<file path="config.mk">
export PLATFORM = sky130hd
export DESIGN_NAME = uart_bus_master
export DESIGN_NICKNAME = d
export VERILOG_FILES = /design/src/rtl/uart_bus_master.sv
export SDC_FILE = /design/constraint.sdc
export NUM_CORES = 1
export LEC_CHECK = 0
export BUFFER_PORTS_ARGS = -buffer_cell sky130_fd_sc_hd__clkbuf_2
export CORE_MARGIN = 2
export CORE_UTILIZATION = 45
export DETAILED_ROUTE_END_ITERATION = 10
export GPL_TIMING_DRIVEN = 1
export HOLD_SLACK_MARGIN = 0.12
export PLACE_DENSITY = 0.66
export RECOVER_POWER = 50
export SYNTH_ARGS = -nofsm -noshare
export SYNTH_HDL_FRONTEND = slang
export SYNTH_SLANG_ARGS = --single-unit
</file>
<file path="constraint.sdc">
create_clock -name clk -period 2.6 [get_ports clk]
set_clock_uncertainty 0.1 [all_clocks]
set_input_delay 0.26 -clock clk [delete_from_list [all_inputs] [get_ports clk]]
set_output_delay 0.26 -clock clk [all_outputs]
set_load 0.01 [all_outputs]
</file>
<file path="src/rtl/uart_bus_master.sv">
// UART byte-stream debug initiator: framed W/R/X commands become single-word bus transactions.
// Optional macro BUS_TIMEOUT_EN bounds the bus wait to TIMEOUT_CYCLES and replies NAK on expiry.
module uart_bus_master #(
    parameter int unsigned TIMEOUT_CYCLES = 1024,
    parameter logic [7:0]  ACK_BYTE       = 8'h06,
    parameter logic [7:0]  NAK_BYTE       = 8'h15
) (
    input  logic        clk,
    input  logic        reset,
    input  logic        in_valid,
    input  logic [7:0]  in_data,
    output logic        in_ready,
    output logic        out_valid,
    output logic [7:0]  out_data,
    input  logic        out_ready,
    output logic        mem_valid,
    output logic [31:0] mem_addr,
    output logic [31:0] mem_wdata,
    output logic [3:0]  mem_wstrb,
    input  logic        mem_ready,
    input  logic [31:0] mem_rdata,
    output logic        core_reset_req
);

    localparam logic [7:0] CmdWrite = 8'h57;
    localparam logic [7:0] CmdRead  = 8'h52;
    localparam logic [7:0] CmdReset = 8'h58;

    typedef enum logic [2:0] {StIdle, StGetAddr, StGetData, StBus, StReply} state_t;

    if (TIMEOUT_CYCLES < 2 || TIMEOUT_CYCLES > 65535) begin : g_bad_timeout
        $error("TIMEOUT_CYCLES out of range 2..65535");
    end

    state_t      state;
    logic        is_write;
    logic [1:0]  byte_cnt;
    logic [1:0]  reply_cnt;
    logic [1:0]  reply_last;
    logic [1:0]  reply_nxt;
    logic [31:0] rdata_q;
    logic [7:0]  addr_byte;
    logic        in_fire;
    logic        last_byte;

    assign in_fire   = in_valid && in_ready;
    assign last_byte = (byte_cnt == 2'd3);
    assign reply_nxt = reply_cnt + 2'd1;
    // Word addressing: the two low address bits are dropped as the first byte arrives.
    assign addr_byte = (byte_cnt == 2'd0) ? {in_data[7:2], 2'b00} : in_data;

`ifdef BUS_TIMEOUT_EN
    logic [15:0] tmo_cnt;
    logic        tmo_hit;
    assign tmo_hit = (tmo_cnt == 16'(TIMEOUT_CYCLES - 1));
`endif

    always_ff @(posedge clk) begin
        if (reset) begin
            state          <= StIdle;
            in_ready       <= 1'b0;
            out_valid      <= 1'b0;
            out_data       <= 8'h00;
            mem_valid      <= 1'b0;
            mem_addr       <= 32'h0;
            mem_wdata      <= 32'h0;
            mem_wstrb      <= 4'h0;
            core_reset_req <= 1'b0;
            is_write       <= 1'b0;
            byte_cnt       <= 2'd0;
            reply_cnt      <= 2'd0;
            reply_last     <= 2'd0;
            rdata_q        <= 32'h0;
`ifdef BUS_TIMEOUT_EN
            tmo_cnt        <= 16'd0;
`endif
        end else begin
            core_reset_req <= 1'b0;
            unique case (state)
                StIdle: begin
                    in_ready <= 1'b1;
                    if (in_fire) begin
                        byte_cnt <= 2'd0;
                        if (in_data == CmdWrite || in_data == CmdRead) begin
                            is_write <= (in_data == CmdWrite);
                            state    <= StGetAddr;
                        end else begin
                            in_ready       <= 1'b0;
                            out_valid      <= 1'b1;
                            reply_cnt      <= 2'd0;
                            reply_last     <= 2'd0;
                            core_reset_req <= (in_data == CmdReset);
                            out_data       <= (in_data == CmdReset) ? ACK_BYTE : NAK_BYTE;
                            state          <= StReply;
                        end
                    end
                end
                StGetAddr: begin
                    if (in_fire) begin
                        mem_addr[{byte_cnt, 3'b000} +: 8] <= addr_byte;
                        byte_cnt <= byte_cnt + 2'd1;
                        if (last_byte) begin
                            if (is_write) begin
                                state <= StGetData;
                            end else begin
                                in_ready  <= 1'b0;
                                mem_valid <= 1'b1;
                                mem_wstrb <= 4'h0;
                                state     <= StBus;
`ifdef BUS_TIMEOUT_EN
                                tmo_cnt   <= 16'd0;
`endif
                            end
                        end
                    end
                end
                StGetData: begin
                    if (in_fire) begin
                        mem_wdata[{byte_cnt, 3'b000} +: 8] <= in_data;
                        byte_cnt <= byte_cnt + 2'd1;
                        if (last_byte) begin
                            in_ready  <= 1'b0;
                            mem_valid <= 1'b1;
                            mem_wstrb <= 4'hF;
                            state     <= StBus;
`ifdef BUS_TIMEOUT_EN
                            tmo_cnt   <= 16'd0;
`endif
                        end
                    end
                end
                StBus: begin
                    // A response on the timeout edge still completes the transaction.
                    if (mem_ready) begin
                        mem_valid <= 1'b0;
                        out_valid <= 1'b1;
                        reply_cnt <= 2'd0;
                        state     <= StReply;
                        if (is_write) begin
                            out_data   <= ACK_BYTE;
                            reply_last <= 2'd0;
                        end else begin
                            rdata_q    <= mem_rdata;
                            out_data   <= mem_rdata[7:0];
                            reply_last <= 2'd3;
                        end
                    end
`ifdef BUS_TIMEOUT_EN
                    else if (tmo_hit) begin
                        mem_valid  <= 1'b0;
                        out_valid  <= 1'b1;
                        out_data   <= NAK_BYTE;
                        reply_cnt  <= 2'd0;
                        reply_last <= 2'd0;
                        state      <= StReply;
                    end else begin
                        tmo_cnt <= tmo_cnt + 16'd1;
                    end
`endif
                end
                StReply: begin
                    if (out_valid && out_ready) begin
                        if (reply_cnt == reply_last) begin
                            out_valid <= 1'b0;
                            state     <= StIdle;
                        end else begin
                            reply_cnt <= reply_nxt;
                            out_data  <= rdata_q[{reply_nxt, 3'b000} +: 8];
                        end
                    end
                end
                default: state <= StIdle;
            endcase
        end
    end

endmodule

</file>
[Word level (Yosys, flattened, before mapping)]
Index checks and enable logic that the tools add are counted.
Word-level totals
  word-level logic and storage cells: 131
  register bits: 122
Cells by class
  reductions and logical operators: 25
  shift operators: 4
  add/sub/neg operators: 3
  bitwise operators: 3
  equality and inequality tests: 21
  muxes and demuxes: 61
Operators by type and width (number)
  32-bit bitwise mux: 2
  8-bit by 7-bit variable part select with 32-bit output: 2
  8-bit two-way mux: 6
  8-bit by 7-bit variable shift with 32-bit output, first input constant: 1
  32-bit by 6-bit variable part select with 8-bit output: 1
  3-bit two-way mux: 9
  8-bit by 7-bit == test with 1-bit output, second input constant: 3
  8-bit one-hot mux with 3 select lines: 1
  6-bit AND reduction: 4
  2-bit inequality test, second input constant: 11
  2-bit two-way mux: 10
  4-bit two-way mux: 5
  1-bit two-way mux: 19
  3-bit one-hot mux with 5 select lines: 1
  1-bit one-hot mux with 3 select lines: 3
  3-bit AND reduction: 3
  3-bit nonzero test: 3
  2-bit one-hot mux with 2 select lines: 2
  4-bit one-hot mux with 2 select lines: 1
  8-bit AND reduction: 1
  5-bit negation with 7-bit output: 1
  7-bit AND reduction: 1
  3-bit by 2-bit == test with 1-bit output, second input constant: 2
  2-bit one-hot mux with 3 select lines: 1
  other kinds (17): 24

[Depth between registers and ports, before layout]
Gate-level depths: netlist (run 1).
  word-level depth: 5
  depth in mapped cells: 7
  depth with buffers taken out: 6

[Worst setup path after synthesis (run 1)]
OpenSTA, ideal clock, no wires.
  kind: flip-flop to flip-flop
  from: register byte_cnt[0]
  to: register mem_wdata[18]
  stages on the path, launching flop included: 7
  setup slack: 575 ps
  path buffers: 1
  clock period less this slack: 2025 ps
  arrival time: 1855 ps
  cells stage by stage: dfxtp_1 inv_1 ha_1 nor3b_1 clkbuf_1 nand3_1 a21oi_1
Between the ends
  longest elaborated chain between the ends: 3
  elaborated cells on any way between the ends: 4
  classes of those cells: add/sub: 1; shift: 2; mux: 1
RTL lines
  start: declaration: RTL line 37  | logic [1:0] byte_cnt;
  start signal: assignment: RTL line 101  | byte_cnt <= byte_cnt + 2'd1;
  start signal: assignment: RTL line 120  | byte_cnt <= byte_cnt + 2'd1;
  5-bit negation with 7-bit output (*): RTL line 119  | mem_wdata[{byte_cnt, 3'b000} +: 8] <= in_data;
  8-bit by 7-bit variable part select with 32-bit output or 8-bit by 7-bit variable shift with 32-bit output (tied branches): RTL line 119
  32-bit bitwise mux (*): RTL line 119
  end signal: indexed assignment: RTL line 119
  end: declaration: RTL line 18  | output logic [31:0] mem_wdata,
Every way passes the cells marked *; elsewhere a longest branch is shown, timed or not.
A chain may end at the register's enable or synchronous reset.

[Worst setup path after layout (run 1)]
  from: input in_data[3]
  to: register out_data[0]
Between the ends
  longest elaborated chain between the ends: 5
  elaborated cells on any way between the ends: 10
  classes of those cells: eq/ne: 4; mux: 4; reduce/logical: 2
RTL lines
  start: declaration: RTL line 11  | input logic [7:0] in_data,
  8-bit by 7-bit == test with 1-bit output: RTL line 93  | out_data <= (in_data == CmdReset) ? ACK_BYTE : NAK_BYTE;
  5-bit two-way mux: RTL line 93
  8-bit two-way mux: RTL line 84  | if (in_data == CmdWrite || in_data == CmdRead) begin
  8-bit two-way mux: RTL line 82  | if (in_fire) begin
  8-bit one-hot mux with 3 select lines: RTL line 79  | unique case (state)
  end signal: assignment: RTL line 93
  end signal: assignment: RTL line 144  | out_data <= mem_rdata[7:0];
  end signal: assignment: RTL line 168  | out_data <= rdata_q[{reply_nxt, 3'b000} +: 8];
  end: declaration: RTL line 14  | output logic [7:0] out_data,
Several ways; a longest one is shown, not always the timed one. The select of a mux whose other input is x is not followed.

==> run_summary.xml, run 1 <==
<?xml version="1.0" encoding="UTF-8"?>
<metrics>
  <group name="outcome">
    <metric name="result_of_the_run" unit="">completed</metric>
  </group>
  <group name="floorplan">
    <metric name="fp.dieW" unit="µm">110</metric>
    <metric name="floorplan.io_pins" unit="">125</metric>
    <metric name="floorplan.die_area" unit="mm²">0.0121</metric>
    <metric name="fp-row-count" unit="">38</metric>
    <metric name="floorplan.initialDensity" unit="%">46.4</metric>
    <metric name="core_region" unit="mm²">0.0109</metric>
    <metric name="die_y" unit="µm">110</metric>
  </group>
  <group name="logic_synthesis">
    <metric name="ys.flop_type" unit="">sky130_fd_sc_hd__dfxtp_1</metric>
    <metric name="yosysTopAreaCellShare" unit="%">46.7</metric>
    <metric name="post_synth_most_frequent_cells" unit="">145 x sky130_fd_sc_hd__nand2_1, 118 x sky130_fd_sc_hd__dfxtp_1, 107 x sky130_fd_sc_hd__a21oi_1, 66 x sky130_fd_sc_hd__nand3_1, 22 x sky130_fd_sc_hd__clkbuf_1</metric>
    <metric name="syn_area_per_cell" unit="µm²">8.27</metric>
    <metric name="synth_register_bits" unit="">118</metric>
    <metric name="synth_cell_types" unit="">50</metric>
    <metric name="synth-edff-count" unit="">0</metric>
    <metric name="synth.most_common_cell" unit="">sky130_fd_sc_hd__nand2_1</metric>
    <metric name="seq_total_area_yosys" unit="%">46.7</metric>
    <metric name="synth_warnings" unit="">0</metric>
    <metric name="synth_largest_area_cell" unit="">sky130_fd_sc_hd__dfxtp_1</metric>
    <metric name="async_flop_share" unit="%">0</metric>
    <metric name="synth.top_cells.by_area" unit="">sky130_fd_sc_hd__dfxtp_1 47%, sky130_fd_sc_hd__nand2_1 11%, sky130_fd_sc_hd__a21oi_1 11%</metric>
    <metric name="gate_count_post_synth" unit="">611</metric>
    <metric name="post_synth_instance_area" unit="mm²">0.00505</metric>
    <metric name="syn_nets" unit="">661</metric>
  </group>
  <group name="final_layout">
    <metric name="post-route-util" unit="%">60.3</metric>
    <metric name="register_area" unit="mm²">0.00236</metric>
    <metric name="final.fill_count" unit="">1021</metric>
    <metric name="combined_area_of_the_multi_input_logic_cells" unit="mm²">0.00240</metric>
    <metric name="syn2layout_area_growth" unit="%">30.0</metric>
    <metric name="drive_gt1_share" unit="%">13.1</metric>
    <metric name="nets" unit="">808</metric>
    <metric name="antenna_cells" unit="">0</metric>
  </group>
  <group name="setup_path">
    <metric name="crit_arrival" unit="ps">2590</metric>
    <metric name="setup.worst_path.start_class" unit="">input port</metric>
    <metric name="worstReg2RegStart" unit="">state[1]</metric>
    <metric name="critPathCaptureType" unit="">flop</metric>
    <metric name="cp.required" unit="ps">2890</metric>
    <metric name="startpoint" unit="">in_data[3]</metric>
    <metric name="regToRegSetupSlack" unit="ps">420</metric>
    <metric name="critical_path_peak_fanout" unit="">17</metric>
    <metric name="crit_type" unit="">in2reg</metric>
  </group>
  <group name="power">
    <metric name="ir_drop" unit="µV">348</metric>
    <metric name="power_density" unit="mW/mm²">687</metric>
    <metric name="p_leak" unit="µW">0.00227</metric>
  </group>
  <group name="clocking">
    <metric name="ctsHtreeMaxLevel" unit="">4</metric>
    <metric name="cts_max_path_buffers" unit="">2</metric>
    <metric name="tritoncts_clock_tree" unit="">done</metric>
    <metric name="tritoncts.num_buffers" unit="">17</metric>
    <metric name="clk_pin_slew_worst_paths" unit="ps">60</metric>
    <metric name="clkSinkCount" unit="">118</metric>
    <metric name="clockRootBuffer" unit="">sky130_fd_sc_hd__clkbuf_8</metric>
    <metric name="insertion_delay" unit="ps">530</metric>
  </group>
  <group name="timing">
    <metric name="timing_hold_violations_final" unit="">0</metric>
    <metric name="final_max_slew_viol_count" unit="">0</metric>
    <metric name="max_slew_margin" unit="%">53.9</metric>
    <metric name="min_period_over_period" unit="%">88.4</metric>
    <metric name="max_freq" unit="GHz">0.435</metric>
    <metric name="fin_setup_tns" unit="ps">0</metric>
    <metric name="worst-slew-pin-transition" unit="ps">691</metric>
    <metric name="finalSetupViolations" unit="">0</metric>
    <metric name="rsz0062_at_grt" unit="">false</metric>
    <metric name="timing.final.crit_period" unit="ps">2300</metric>
  </group>
  <group name="detailed_routing">
    <metric name="vias_per_cell" unit="">5.37</metric>
    <metric name="finalWirelength" unit="mm">14.2</metric>
    <metric name="drc" unit="">0</metric>
    <metric name="firstDrtPassIters" unit="">6</metric>
    <metric name="wire_per_inst" unit="µm">15.6</metric>
    <metric name="drt_iter0_markers" unit="">357</metric>
    <metric name="drt.antenna.violating_nets" unit="">0</metric>
    <metric name="num_vias" unit="">4884</metric>
  </group>
  <group name="place">
    <metric name="dp_hpwl" unit="mm">9.08</metric>
    <metric name="port_buffer_cells" unit="">124</metric>
    <metric name="place_congestion" unit="">0.866</metric>
  </group>
  <group name="grt">
    <metric name="groute.usage.overall" unit="%">23.8</metric>
    <metric name="grt_max_degree" unit="">68</metric>
    <metric name="first_global_vias" unit="">4462</metric>
    <metric name="grt-ovfl-total" unit="">0</metric>
    <metric name="grt_antenna_before_repair" unit="">0</metric>
    <metric name="grt_first_pass_wirelength" unit="mm">22.0</metric>
  </group>
  <group name="job">
    <metric name="maxCapViolations" unit="">0</metric>
  </group>
  <group name="hold_path">
    <metric name="hold_path_class" unit="">reg2reg</metric>
    <metric name="worst_hold_startpoint" unit="">rdata_q[23]</metric>
  </group>
</metrics>
-- cell type report --
class	count	share of cell area, %
Multi-Input combinational cell	435	36.5
Sequential cell	118	36.0
Inverter	6	0.343
Tap cell	140	2.67
Clock inverter	9	1.60
Timing Repair Buffer	180	16.2
Clock buffer	21	6.68
-- flip-flops by register name, indices dropped and copies added (netlist names), 2 cells and up --
register / count
byte_cnt: 2
mem_addr: 32
mem_wdata: 32
out_data: 8
rdata_q: 32
reply_cnt: 2
state: 3
-- critical path, cell delays in order --
cell and delay, ps:
sky130_fd_sc_hd__dlygate4sd3_1 530, sky130_fd_sc_hd__clkbuf_1 530, sky130_fd_sc_hd__and2b_1 310, sky130_fd_sc_hd__nand3_4 130, sky130_fd_sc_hd__o311ai_4 200, sky130_fd_sc_hd__a2111oi_0 540
sky130_fd_sc_hd__nor3_1 90
-- worst paths after layout --
check	end	cells after the start
setup / recovery	out_data[0]	7
hold / removal	rdata_q[23]	2
setup reg to reg	mem_wdata[3]	5
hold reg to reg	rdata_q[23]	2
-- layout by cell type (no fill, tap or decap), types with 7 or more instances in the layout --
| cell | count |
|---|---|
| sky130_fd_sc_hd__dlygate4sd3_1 | 44 |
| sky130_fd_sc_hd__dfxtp_1 | 118 |
| sky130_fd_sc_hd__buf_4 | 12 |
| sky130_fd_sc_hd__clkbuf_16 | 16 |
| sky130_fd_sc_hd__nand3_1 | 66 |
| sky130_fd_sc_hd__clkbuf_1 | 84 |
| sky130_fd_sc_hd__and2_1 | 9 |
| sky130_fd_sc_hd__nor2_1 | 11 |
| sky130_fd_sc_hd__mux4_2 | 7 |
| sky130_fd_sc_hd__clkbuf_2 | 42 |
| sky130_fd_sc_hd__nor2b_1 | 8 |
| sky130_fd_sc_hd__nor3_1 | 9 |
| sky130_fd_sc_hd__nand2_1 | 145 |
| sky130_fd_sc_hd__a21oi_1 | 107 |
-- routing by layer --
layer  vias to the layer above  wire (µm)  track usage (%)  part of all wire [%]
li1                       2403          -                -                     -
met1                      2271       5990             29.8                    42
met2                       186       6970             39.7                    49
met3                        24        970             5.58                   6.8
met4                         0        278             8.95                   2.0
met5                         -          0                0                     0
-- repair_timing --
action                    in CTS  in global routing
hold buffers                  44                  0
gates resized for setup        0                  0
hold endpoints to repair     110                  0
setup buffers                  0                  0
-- per-stage QoR --
step | worst slack (ps) | area, µm² | cells | hold slack [ps] | power (µW)
after floorplan | 575 | 5050 | 611 | 296 | 2190
after global placement | 432 | 5690 | 835 | 340 | 2320
after detailed placement | 401 | 5690 | 835 | 349 | 2320
after CTS | 386 | 6670 | 909 | 358 | 4550
after global routing | 220 | 6570 | 909 | 372 | 4660
final | 301 | 6570 | 909 | 355 | 4510
-- cell families after synthesis --
family / count (synthesis) / synth area share, %
buffers and inverters: 58 / 5.74
AOI/OAI and AO/OA: 140 / 16.1
DFF: 118 / 46.7
muxes: 9 / 3.52
adders and majority gates: 5 / 1.24
xor gates and xnor gates: 1 / 0.173
and+or+nand+nor: 280 / 26.5
-- report_power, final --
part | switching [µW] | internal [µW] | leakage (µW)
Combinational | 242 | 191 | 0.00105
Sequential | 47.3 | 1850 | 0.000952
Clock | 809 | 1370 | 0.000267
(Power assumes the default switching activity.)
==> inputs of run 2 (changes only) <==
--- a/config.mk
+++ b/config.mk
@@ -12,7 +12,7 @@
 export GPL_TIMING_DRIVEN = 1
 export HOLD_SLACK_MARGIN = 0.12
 export PLACE_DENSITY = 0.66
-export RECOVER_POWER = 50
+export RECOVER_POWER = 25
 export SYNTH_ARGS = -nofsm -noshare
 export SYNTH_HDL_FRONTEND = slang
 export SYNTH_SLANG_ARGS = --single-unit
==> run 2 against run 1 <==
Against the previous run: first-iteration DRC count up 0.56%; sequential power about the same; wire length down 0.42%; utilization up 0.37 points; critical path type unchanged; die area unchanged; final cell count unchanged; via count about the same; final area up 0.61%; critical endpoint unchanged; sequential share of layout area down 0.22 points; flip-flop and latch count unchanged.
==> run_summary.xml, run 2 (synthesized netlist as in run 1, its figures left out) <==
<?xml version="1.0" encoding="UTF-8"?>
<metrics>
  <group name="place">
    <metric name="place_congestion" unit="">0.866</metric>
    <metric name="numPlacedInstances" unit="">835</metric>
    <metric name="port_buffer_cells" unit="">124</metric>
    <metric name="dp_hpwl" unit="mm">9.08</metric>
  </group>
  <group name="final_layout">
    <metric name="final.fill_count" unit="">1005</metric>
    <metric name="reg_top3" unit="">mem_addr: 32 flops, mem_wdata: 32 flops, rdata_q: 32 flops</metric>
    <metric name="final_cell_mix" unit="">145 x sky130_fd_sc_hd__nand2_1, 118 x sky130_fd_sc_hd__dfxtp_1, 107 x sky130_fd_sc_hd__a21oi_1</metric>
    <metric name="mostFrequentLayoutCell" unit="">sky130_fd_sc_hd__nand2_1</metric>
    <metric name="nets" unit="">808</metric>
    <metric name="post-route-util" unit="%">60.7</metric>
    <metric name="drive_gt1_share" unit="%">17.3</metric>
    <metric name="register_area" unit="mm²">0.00236</metric>
    <metric name="combined_area_of_the_multi_input_logic_cells" unit="mm²">0.00240</metric>
    <metric name="final-instance-count-excl-fill" unit="">909</metric>
    <metric name="antenna_cells" unit="">0</metric>
    <metric name="syn2layout_area_growth" unit="%">30.8</metric>
  </group>
  <group name="detailed_routing">
    <metric name="drt_iter0_markers" unit="">359</metric>
    <metric name="drt.antenna.violating_nets" unit="">0</metric>
    <metric name="num_vias" unit="">4882</metric>
    <metric name="drc" unit="">0</metric>
    <metric name="vias_per_cell" unit="">5.37</metric>
    <metric name="finalWirelength" unit="mm">14.2</metric>
    <metric name="wire_per_inst" unit="µm">15.6</metric>
    <metric name="firstDrtPassIters" unit="">5</metric>
  </group>
  <group name="timing">
    <metric name="max_freq" unit="GHz">0.455</metric>
    <metric name="max_slew_margin" unit="%">56.3</metric>
    <metric name="rsz0062_at_grt" unit="">false</metric>
    <metric name="finalSetupViolations" unit="">0</metric>
    <metric name="fin_setup_tns" unit="ps">0</metric>
    <metric name="worst-slew-pin-transition" unit="ps">654</metric>
    <metric name="min_period_over_period" unit="%">84.6</metric>
    <metric name="whs" unit="ps">355</metric>
    <metric name="timing.final.crit_period" unit="ps">2200</metric>
    <metric name="final_max_slew_viol_count" unit="">0</metric>
    <metric name="timing_hold_violations_final" unit="">0</metric>
  </group>
  <group name="outcome">
    <metric name="result_of_the_run" unit="">completed</metric>
  </group>
  <group name="hold_path">
    <metric name="hold_path_class" unit="">reg2reg</metric>
    <metric name="hold_depth" unit="">2</metric>
    <metric name="whs_endpoint" unit="">mem_addr[24]</metric>
    <metric name="worst_hold_startpoint" unit="">mem_addr[24]</metric>
  </group>
  <group name="power">
    <metric name="p_sw_share" unit="%">24.2</metric>
    <metric name="power_density" unit="mW/mm²">682</metric>
    <metric name="switchingPower" unit="µW">1090</metric>
    <metric name="ir_drop" unit="µV">348</metric>
    <metric name="p_int" unit="µW">3420</metric>
    <metric name="pwr-share-seq" unit="%">42.1</metric>
    <metric name="clock_power_share" unit="%">48.2</metric>
    <metric name="p_leak" unit="µW">0.00238</metric>
    <metric name="comb_power_share" unit="%">9.7</metric>
  </group>
  <group name="grt">
    <metric name="first_global_vias" unit="">4462</metric>
    <metric name="grt_first_pass_wirelength" unit="mm">22.0</metric>
    <metric name="grt-ovfl-total" unit="">0</metric>
    <metric name="grt_max_degree" unit="">68</metric>
    <metric name="grt_antenna_before_repair" unit="">0</metric>
    <metric name="groute.usage.overall" unit="%">23.8</metric>
  </group>
  <group name="clocking">
    <metric name="clkSinkCount" unit="">118</metric>
    <metric name="tritoncts_clock_tree" unit="">done</metric>
    <metric name="post_cts_resize_count" unit="">0</metric>
    <metric name="post_cts_hold_buffer_count" unit="">44</metric>
    <metric name="ctsHtreeMaxLevel" unit="">4</metric>
    <metric name="clk_pin_slew_worst_paths" unit="ps">60</metric>
    <metric name="insertion_delay" unit="ps">520</metric>
    <metric name="tritoncts.num_buffers" unit="">17</metric>
    <metric name="postCtsSetupRepairBufs" unit="">0</metric>
    <metric name="cts_max_path_buffers" unit="">2</metric>
    <metric name="clockRootBuffer" unit="">sky130_fd_sc_hd__clkbuf_8</metric>
  </group>
  <group name="setup_path">
    <metric name="critical_path_peak_fanout" unit="">17</metric>
    <metric name="crit_arrival" unit="ps">2530</metric>
    <metric name="regToRegSetupSlack" unit="ps">400</metric>
    <metric name="crit_type" unit="">in2reg</metric>
    <metric name="worstReg2RegStart" unit="">state[2]</metric>
    <metric name="cp.required" unit="ps">2930</metric>
    <metric name="setup.worst_path.start_class" unit="">input port</metric>
    <metric name="critPathCaptureType" unit="">flop</metric>
    <metric name="reg2reg_depth" unit="">5</metric>
    <metric name="r2r-end" unit="">out_data[0]</metric>
  </group>
  <group name="floorplan">
    <metric name="core_region" unit="mm²">0.0109</metric>
    <metric name="floorplan.initialDensity" unit="%">46.4</metric>
    <metric name="floorplan.io_pins" unit="">125</metric>
    <metric name="fp-row-count" unit="">38</metric>
    <metric name="fp.dieW" unit="µm">110</metric>
    <metric name="floorplan.die_area" unit="mm²">0.0121</metric>
    <metric name="die_y" unit="µm">110</metric>
  </group>
  <group name="job">
    <metric name="maxCapViolations" unit="">0</metric>
  </group>
</metrics>
## run 2: changes by cell type in the layout (fill, tap and decap cells not counted)
cell,previous run,this run
sky130_fd_sc_hd__clkbuf_1,84,52
sky130_fd_sc_hd__clkbuf_2,42,74
sky130_fd_sc_hd__and2_0,3,0
sky130_fd_sc_hd__and2_1,9,12
sky130_fd_sc_hd__or2_0,1,0
sky130_fd_sc_hd__or2_1,0,1
## run 2: routing by layer
layer | GRT usage, % | up-vias | share of wire, %
met4 | 8.95 | 0 | 1.6
met3 | 5.58 | 28 | 7.5
met2 | 39.7 | 178 | 50
met5 | 0 | - | 0
li1 | - | 2407 | -
met1 | 29.8 | 2269 | 41
## run 2: cell type report
| cell class | instances | area share, % |
|---|---|---|
| multi-input combinational | 435 | 36.3 |
| sequential | 118 | 35.7 |
| timing repair buffer | 180 | 16.7 |
| clock buffer | 21 | 6.64 |
| tap | 140 | 2.65 |
| clock inverter | 9 | 1.59 |
| inverter | 6 | 0.341 |
## run 2: worst max path at each step
stage | startpoint | endpoint | slack, ps | cells after the start
6_report | in_data[5] | out_data[0] | 400 | 7
5_1_grt | state[2] | out_data[4] | 220 | 5
4_1_cts | state[2] | out_data[0] | 390 | 5
3_5_place_dp | state[2] | out_data[0] | 400 | 5
3_3_place_gp | state[2] | out_data[0] | 430 | 5
2_1_floorplan | byte_cnt[0] | mem_wdata[18] | 570 | 6
## run 2: metrics by stage
step / worst slack [ps] / instance area [µm²] / power [µW]
final: 401 / 6610 / 4510
after global routing: 224 / 6610 / 4660
after CTS: 386 / 6670 / 4550
after detailed placement: 401 / 5690 / 2320
after global placement: 432 / 5690 / 2320
after floorplan: 575 / 5050 / 2190
## run 2: power by group through the flow
stage | sequential (µW) | clock [µW] | combinational [µW]
2_1_floorplan | 1930 | 0 | 260
3_3_place_gp | 1940 | 0 | 382
3_5_place_dp | 1930 | 0 | 386
4_1_cts | 1900 | 2210 | 440
5_1_grt | 1900 | 2290 | 477
6_report | 1900 | 2170 | 439
## run 2: critical path: stages
cell and delay, ps:
sky130_fd_sc_hd__dlygate4sd3_1 550, sky130_fd_sc_hd__clkbuf_2 250, sky130_fd_sc_hd__and4bb_4 420, sky130_fd_sc_hd__nand3_4 110, sky130_fd_sc_hd__o311ai_4 580, sky130_fd_sc_hd__a2111oi_0 190
sky130_fd_sc_hd__nor3_1 180
